**config.mk**
```make
export PLATFORM = sky130hd
export DESIGN_NAME = ili9341_frame_scheduler
export DESIGN_NICKNAME = d
export VERILOG_FILES = /design/src/rtl/ili9341_frame_scheduler.sv
export SDC_FILE = /design/constraint.sdc
export NUM_CORES = 1
export LEC_CHECK = 0
export BUFFER_PORTS_ARGS = -buffer_cell sky130_fd_sc_hd__buf_2
export CAP_MARGIN = 20
export CORE_ASPECT_RATIO = 1.4
export CORE_MARGIN = 1.5
export CORE_UTILIZATION = 35
export CTS_CLUSTER_DIAMETER = 150
export DETAILED_ROUTE_END_ITERATION = 10
export PLACE_DENSITY = 0.67
export SYNTH_ARGS = -nofsm -noshare
export SYNTH_HDL_FRONTEND = slang
export SYNTH_SLANG_ARGS = --single-unit
```
**constraint.sdc**
```tcl
create_clock -name clk_input_data -period 5.65 [get_ports clk_input_data]
set_clock_uncertainty 0.1 [all_clocks]
set_input_delay 0.8475 -clock clk_input_data [delete_from_list [all_inputs] [get_ports clk_input_data]]
set_output_delay 0.8475 -clock clk_input_data [all_outputs]
set_load 0.05 [all_outputs]
```
**src/rtl/ili9341_frame_scheduler.sv**
```systemverilog
`default_nettype none
// ============================================================================
// Module   : ili9341_frame_scheduler
// Purpose  : Frame-level round-robin arbiter for the ILI9341 pixel stream.
//            Grants change only on frame boundaries and are held for at least
//            MIN_DWELL_FRAMES frames. Emits a solid-colour pixel stream and an
//            end-of-frame pulse on the controller's data clock.
// Options  : FRAME_SCHED_BLANK_EN - when defined, idle time is filled with
//            blank (16'h001F) frames instead of a silent stream.
// Revision : 1.0 - initial release
// ============================================================================
module ili9341_frame_scheduler #(
  parameter int RESOLUTION       = 320*240,
  parameter int PIXEL_SIZE       = 16,
  parameter int NUM_REQ          = 4,
  parameter int MIN_DWELL_FRAMES = 2
) (
  input  logic                          clk_input_data,
  input  logic                          rst,
  input  logic [NUM_REQ-1:0]            req,
  input  logic [NUM_REQ*PIXEL_SIZE-1:0] req_color,
  output logic [NUM_REQ-1:0]            grant,
  output logic [PIXEL_SIZE-1:0]         current_pixel,
  output logic                          pixel_valid,
  output logic                          frame_done,
  output logic [7:0]                    frame_count
);

  localparam int c_cnt_w = $clog2(RESOLUTION);
  localparam int c_idx_w = $clog2(NUM_REQ);
  localparam int c_dw_w  = $clog2(MIN_DWELL_FRAMES + 1);

  localparam logic [c_cnt_w-1:0]    c_last_pix  = c_cnt_w'(RESOLUTION - 1);
  localparam logic [c_idx_w-1:0]    c_last_idx  = c_idx_w'(NUM_REQ - 1);
  localparam logic [c_idx_w:0]      c_num_req   = (c_idx_w + 1)'(NUM_REQ);
  localparam logic [c_dw_w-1:0]     c_min_dwell = c_dw_w'(MIN_DWELL_FRAMES);
  localparam logic [PIXEL_SIZE-1:0] c_blank     = PIXEL_SIZE'(16'h001F);

  typedef enum logic [1:0] {
    ST_IDLE      = 2'd0,
    ST_STREAM    = 2'd1,
    ST_FRAME_END = 2'd2
  } state_t;

  state_t                  r_state, w_state_nxt;
  logic [c_cnt_w-1:0]      r_pix_cnt, w_cnt_nxt;
  logic [NUM_REQ-1:0]      r_grant, w_grant_nxt;
  logic [c_idx_w-1:0]      r_owner, w_owner_nxt;
  logic [c_idx_w-1:0]      r_rr_ptr, w_ptr_nxt;
  logic [c_dw_w-1:0]       r_dwell, w_dwell_nxt;
  logic [PIXEL_SIZE-1:0]   r_pixel, w_pixel_nxt;
  logic                    r_valid, w_valid_nxt;
  logic                    r_done, w_done_nxt;
  logic [7:0]              r_frame_count, w_fcnt_nxt;

  logic [2*NUM_REQ-1:0]    w_req_dbl;
  logic [NUM_REQ-1:0]      w_req_rot;
  logic [c_idx_w-1:0]      w_rot_sel;
  logic [c_idx_w:0]        w_arb_sum;
  logic [c_idx_w-1:0]      w_arb_idx;
  logic [c_idx_w-1:0]      w_ptr_after;
  logic [PIXEL_SIZE-1:0]   w_win_color;
  logic [PIXEL_SIZE-1:0]   w_own_color;
  logic                    w_any;
  logic                    w_keep;
  logic                    w_new_grant;
  logic                    w_go_idle;

  // Round-robin pick: rotate requests so the pointer sits at bit 0, take the lowest set bit
  always_comb begin
    w_req_dbl = {req, req};
    w_req_rot = w_req_dbl[r_rr_ptr +: NUM_REQ];
    w_rot_sel = '0;
    for (int i = NUM_REQ - 1; i >= 0; i--) begin
      if (w_req_rot[i]) w_rot_sel = c_idx_w'(i);
    end
    w_arb_sum   = {1'b0, r_rr_ptr} + {1'b0, w_rot_sel};
    w_arb_idx   = (w_arb_sum >= c_num_req) ? c_idx_w'(w_arb_sum - c_num_req)
                                           : w_arb_sum[c_idx_w-1:0];
    w_ptr_after = (w_arb_idx == c_last_idx) ? '0 : w_arb_idx + 1'b1;
    w_win_color = req_color[w_arb_idx*PIXEL_SIZE +: PIXEL_SIZE];
    w_own_color = req_color[r_owner*PIXEL_SIZE +: PIXEL_SIZE];
    w_any       = |req;
    w_keep      = (|(req & r_grant)) && (r_dwell < c_min_dwell);
  end

  // Next-state and next-output decode; all outputs are registered from these values
  always_comb begin
    w_state_nxt = r_state;
    w_cnt_nxt   = r_pix_cnt;
    w_grant_nxt = r_grant;
    w_owner_nxt = r_owner;
    w_ptr_nxt   = r_rr_ptr;
    w_dwell_nxt = r_dwell;
    w_pixel_nxt = r_pixel;
    w_valid_nxt = r_valid;
    w_done_nxt  = 1'b0;
    w_fcnt_nxt  = r_frame_count;
    w_new_grant = 1'b0;
    w_go_idle   = 1'b0;

    case (r_state)
      ST_IDLE: begin
        if (w_any) w_new_grant = 1'b1;
        else       w_go_idle   = 1'b1;
      end
      ST_STREAM: begin
        if (r_pix_cnt == c_last_pix) begin
          w_state_nxt = ST_FRAME_END;
          w_cnt_nxt   = '0;
          w_done_nxt  = 1'b1;
          w_valid_nxt = 1'b0;
          w_pixel_nxt = '0;
          w_fcnt_nxt  = r_frame_count + 8'd1;
          // Blank frames have no owner, so they never accumulate dwell
          if (|r_grant) w_dwell_nxt = r_dwell + 1'b1;
        end else begin
          w_cnt_nxt = r_pix_cnt + 1'b1;
        end
      end
      ST_FRAME_END: begin
        if (w_keep) begin
          w_state_nxt = ST_STREAM;
          w_pixel_nxt = w_own_color;
          w_valid_nxt = 1'b1;
        end else if (w_any) begin
          w_new_grant = 1'b1;
        end else begin
          w_go_idle = 1'b1;
        end
      end
      default: w_go_idle = 1'b1;
    endcase

    if (w_new_grant) begin
      w_state_nxt = ST_STREAM;
      w_cnt_nxt   = '0;
      w_grant_nxt = NUM_REQ'(1) << w_arb_idx;
      w_owner_nxt = w_arb_idx;
      w_ptr_nxt   = w_ptr_after;
      w_dwell_nxt = '0;
      w_pixel_nxt = w_win_color;
      w_valid_nxt = 1'b1;
    end

    if (w_go_idle) begin
`ifdef FRAME_SCHED_BLANK_EN
      w_state_nxt = ST_STREAM;
      w_pixel_nxt = c_blank;
      w_valid_nxt = 1'b1;
`else
      w_state_nxt = ST_IDLE;
      w_pixel_nxt = '0;
      w_valid_nxt = 1'b0;
`endif
      w_grant_nxt = '0;
      w_cnt_nxt   = '0;
      w_dwell_nxt = '0;
    end
  end

  // State and output registers with synchronous active-low reset
  always_ff @(posedge clk_input_data) begin
    if (!rst) begin
      r_state       <= ST_IDLE;
      r_pix_cnt     <= '0;
      r_grant       <= '0;
      r_owner       <= '0;
      r_rr_ptr      <= '0;
      r_dwell       <= '0;
      r_pixel       <= '0;
      r_valid       <= 1'b0;
      r_done        <= 1'b0;
      r_frame_count <= '0;
    end else begin
      r_state       <= w_state_nxt;
      r_pix_cnt     <= w_cnt_nxt;
      r_grant       <= w_grant_nxt;
      r_owner       <= w_owner_nxt;
      r_rr_ptr      <= w_ptr_nxt;
      r_dwell       <= w_dwell_nxt;
      r_pixel       <= w_pixel_nxt;
      r_valid       <= w_valid_nxt;
      r_done        <= w_done_nxt;
      r_frame_count <= w_fcnt_nxt;
    end
  end

  assign grant         = r_grant;
  assign current_pixel = r_pixel;
  assign pixel_valid   = r_valid;
  assign frame_done    = r_done;
  assign frame_count   = r_frame_count;

endmodule
`default_nettype wire
```
Word-level counts from Yosys, hierarchy flattened

Cells that the tools add are included.

Reductions and logical operators: 14
Bitwise logic cells: 2
Magnitude comparators: 2
Muxes and demuxes: 26
Add/sub/neg operators: 6
Eq/ne operators: 8
Shifts and indexed selects: 4

Operators by type and width:

| operator              | count |
|---|---|
| $shiftx 64x7->16      | 2 |
| $mux 16               | 3 |
| $pmux 16 s2           | 1 |
| $add 17x1->17 const B | 1 |
| $eq 17x17->1 const B  | 1 |
| $mux 17               | 1 |
| $mux 2                | 8 |
| $reduce_or 4->1       | 3 |
| $mux 1                | 9 |
| $reduce_and 3->1      | 3 |
| $add 8x1->8 const B   | 1 |
| $shiftx 8x3->4        | 1 |
| $ne 3x3->1 const B    | 2 |
| $add 2x1->2 const B   | 2 |
| $and 4x4->4           | 1 |
| $eq 2x2->1 const B    | 2 |
| $ne 2x2->1 const B    | 2 |
| $pmux 1 s2            | 2 |
| $pmux 2 s2            | 1 |
| $reduce_and 2->1      | 2 |
| $shl 1x2->4 const A   | 1 |
| $add 2x2->3           | 1 |
| $ge 3x3->1 const B    | 1 |
| $pmux 1 s3            | 1 |
| other kinds (10)      | 10 |

Input bits: 70
Output and inout bits: 30
Register bits: 55
Logic and storage cells: 73

Depth between registers and ports, before layout

Depth after elaboration: 10
Gate-level depth with buffers: 13
Depth with buffers taken out: 11

Least setup slack after synthesis

Ideal clock, no wire load.

Path kind: input port to flip-flop
From: input req[0]
To: register r_rr_ptr[0]
Required time: 5,474 ps
Arrival time: 3,078 ps
Buffers on the path: 2
Cell stages on the path: 13
Setup slack: 2,397 ps
Library setup time: 76 ps
Path through: buf_4 nor2_1 nor3_1 a21oi_1 o21ai_0 ha_1 xnor2_1 xnor2_4 buf_6 inv_1 ha_1 or3_1 a21boi_0

Word-level cells in the longest chain between the ends: 10
Elaborated cells on any way between the ends: 19
Classes of those cells: add/sub: 3; order compare: 1; eq/ne: 1; shift: 1; mux: 9; bitwise: 1; reduce/logical: 3

RTL lines:

| what                                      | line | RTL |
|---|---|---|
| from (decl)                               | 20   | `input logic [NUM_REQ-1:0] req,` |
| $shiftx 8x3->4 (*)                        | 72   | `w_req_rot = w_req_dbl[r_rr_ptr +: NUM_REQ];` |
| $mux 2 (3 in a row)                       | 75   | `if (w_req_rot[i]) w_rot_sel = c_idx_w'(i);` |
| $mux 2 (*)                                | 75   |  |
| $add 2x2->3 (*)                           | 77   | `w_arb_sum = {1'b0, r_rr_ptr} + {1'b0, w_rot_sel};` |
| $ge 3x3->1 or $sub 2x1->2 (tied branches) | 78   | `w_arb_idx = (w_arb_sum >= c_num_req) ? c_idx_w'(w_arb_sum - c_num_req)` |
| $mux 2 (*)                                | 78   |  |
| named net w_arb_idx[1]                    | 60   | `logic [c_idx_w-1:0] w_arb_idx;` |
| $eq 2x2->1 (*)                            | 80   | `w_ptr_after = (w_arb_idx == c_last_idx) ? '0 : w_arb_idx + 1'b1;` |
| $mux 2 (*)                                | 80   |  |
| to (signal assigned)                      | 180  | `r_rr_ptr <= w_ptr_nxt;` |
| to (decl)                                 | 49   | `logic [c_idx_w-1:0] r_rr_ptr, w_ptr_nxt;` |

Mark *: on every way through the listed nets, which the timed path passes. The rest lies on a longest branch.
A chain may end at the register's enable or synchronous reset.

Worst setup path in the final report

Ends and elaborated chain as after synthesis.

==> results.yml <==
critical_path:
  critPathMaxStageDelay_ns: 0.48
  arrival_ns: 3.62
  crit_chain: "buf_2 > nor2_1 > nor3_1 > a21oi_1 > o21ai_0 > ha_1 > xnor2_1 > xnor2_4 > buf_4 > inv_1 > ha_1 > or3_1 > a21boi_0"
  start_kind: "input port"
  critical_path_class: "in2reg"
  critPathCaptureType: "register"
  cp_slowest_cell: "buf_4"
  crit_fanout: 36
  crit_top_cell: "ha_1"
  cp.required_ns: 5.77
  crit_family: "buffers and inverters"
  crit_buf_inv: 3
clock_tree:
  cts_root_buf: "clkbuf_16"
  numClockSinks: 54
  worstSkewPairLatency_ns: 0.29
  postCtsHoldBufs: 0
  cts_tree: "done"
  clk_path_buf_depth: 2
  post_cts_buffers: 0
  ctsResizeCount: 0
  clk_pin_slew_ns: 0.08
  ctsHtreeMaxLevel: 2
  cts_buffers: 5
synthesis:
  syn_area_um2: 3557
  synth_ff_type: "dfxtp_1"
  yosys_warnings: 0
  async_flop_share_pct: 0
  syn_nets: 483
  postSynthCellCount: 406
  yosysMostFrequentCell: "nor2_1"
  synth_top_cell_by_area: "dfxtp_1"
  synthTopCellsByArea: "dfxtp_1 (30%), mux2i_1 (9.0%), nor2_1 (7.5%)"
  synth_top_cell_area_share_pct: 30.39
  synth_common_cells: "nor2_1 (71), dfxtp_1 (54), a21oi_1 (46), nand2_1 (42), mux2i_1 (32)"
  synth_area_per_cell_um2: 8.761
  synth-seq-cells: 54
  synth.distinct_cells: 50
  synth-edff-count: 0
  synth-seq-area-share_pct: 30.39
final_layout:
  drive_above_1_share_pct: 26.26
  nFillCells: 1017
  area.growth.synth_to_final_pct: 19.91
  nNetsFinal: 571
  insertedDiodeCount: 0
  final_util_pct: 43.09
global_route:
  grt_overflow_total: 0
  track_usage_pct: 16.45
  grt_max_degree: 37
  first_global_vias: 3209
  antenna_found_initial: 0
  grt_pass1_wl_mm: 14.34
floorplan:
  dieArea_um2: 10790
  fp.dieW_um: 88.20
  coreArea_um2: 9899
  row_count: 43
  die_h_um: 122.3
  ios: 100
  start_util_pct: 35.93
detailed_routing:
  route.detailed.drc: 0
  vias: 3203
  firstDrtPassIters: 4
  drt-vias-per-instance: 5.084
  routed_wl_mm: 8.495
  ant_nets: 0
  drtIter0Drc: 139
  avgRoutedWirePerCell_um: 13.48
place:
  pre_cts_ws_ns: 1.819
  dp_hpwl_mm: 6.455
  routabilityCongestion: 0.7827
  port_buffers: 99
flow_run:
  timing.max_cap.violations: 0
timing:
  drv_slew: 0
  min_period_ns: 3.499
  timing.fmax_ghz: 0.2858
  worstMarginPinSlew_ns: 0.9642
  rsz0062_at_grt: "no"
  setup_viol: 0
  timing.final.hold_violations: 0
  finalCritPeriodShare_pct: 61.93
  slew_headroom_pct: 35.68
  fin_tns_setup_ns: 0
  layout_setup_ws_ns: 2.151
run_status:
  status: "finished clean"
hold_path:
  hold_path.class: "reg2reg"
power:
  vdd_drop_max_v: 0.0002142
  leakage_nw: 1.914
  powerDensity_nw_per_um2: 441.8
## tightest hold or removal path: stages, from the launching register on
cell	delay (ns)
dfxtp_1	0.34
nand2_1	0.06
a21oi_1	0.06
## registers in the layout, indices dropped and copies added (netlist names)
register       cells
frame_count        8
r_owner            2
r_state            2
grant              4
r_dwell            2
frame_done         1
r_rr_ptr           2
current_pixel     16
r_pix_cnt         17
## final timing paths
kind	cells past startpoint	to	from	slack, ns
max	13	r_rr_ptr[0]	req[0]	2.15
min	2	grant[0]	grant[0]	0.41
max reg2reg	11	r_rr_ptr[0]	r_rr_ptr[0]	2.34
min reg2reg	2	grant[0]	grant[0]	0.41
## layout by cell type, fill, tap and decap left out, types with 2 or more instances in the layout
cell	n
ha_1	7
nor2_1	71
nand2b_1	3
o21ai_0	4
nand4_1	5
mux2i_1	32
xor2_1	9
o211a_1	2
or3_1	21
mux4_4	4
buf_2	99
xnor2_1	14
clkbuf_16	5
nor3_1	4
nand2_1	42
mux4_1	6
nand3_1	12
nand2_4	2
inv_1	9
a22oi_1	2
a21oi_1	46
and2_1	7
mux4_2	6
o32ai_1	2
dfxtp_1	54
a21boi_0	4
nor4_1	2
## through the flow
step	area [um2]	cells	power [mW]	hold slack [ns]
2_1_floorplan	3557	406	1.365	0.3711
3_3_place_gp	4069	621	1.509	0.3846
3_5_place_dp	4069	621	1.531	0.4016
4_1_cts	4238	629	1.884	0.4110
5_1_grt	4265	630	2.000	0.4251
6_report	4265	630	1.884	0.4136
## per-layer routing
metal  vias to the layer above  global-route usage (%)  routed length, um
li1                       1613                       -                  -
met4                         0                   4.297                 74
met1                      1484                   19.34               3481
met2                        96                   30.06               4500
met3                        10                   3.228                438
met5                         -                       0                  0
## cell type report
type | count | area (um2) | area share [%]
inverters | 9 | 33.78 | 0.7920
well taps | 135 | 168.9 | 3.960
repair buffers | 101 | 530.5 | 12.44
clock buffers | 5 | 125.1 | 2.933
multi-input cells | 323 | 2282 | 53.51
clock inverters | 3 | 43.79 | 1.027
flip-flops and latches | 54 | 1081 | 25.34
## logic make-up (layout without fill, tap and decap cells)
family | after synthesis | after routing | share of synthesized area [%]
compound gates | 67 | 67 | 11.50
xor+xnor | 24 | 24 | 6.437
fa+ha+maj | 7 | 7 | 2.462
buf+inv | 29 | 118 | 5.452
flops | 54 | 54 | 30.39
mux | 48 | 48 | 20.05
simple gates | 177 | 177 | 23.71
## report_power, final
part | total [mW] | internal [mW] | switching, mW
Sequential | 0.540 | 0.457 | 0.0830
Clock | 0.352 | 0.210 | 0.142
Combinational | 0.992 | 0.399 | 0.593
Note: power is estimated with default switching activity, not from simulation.
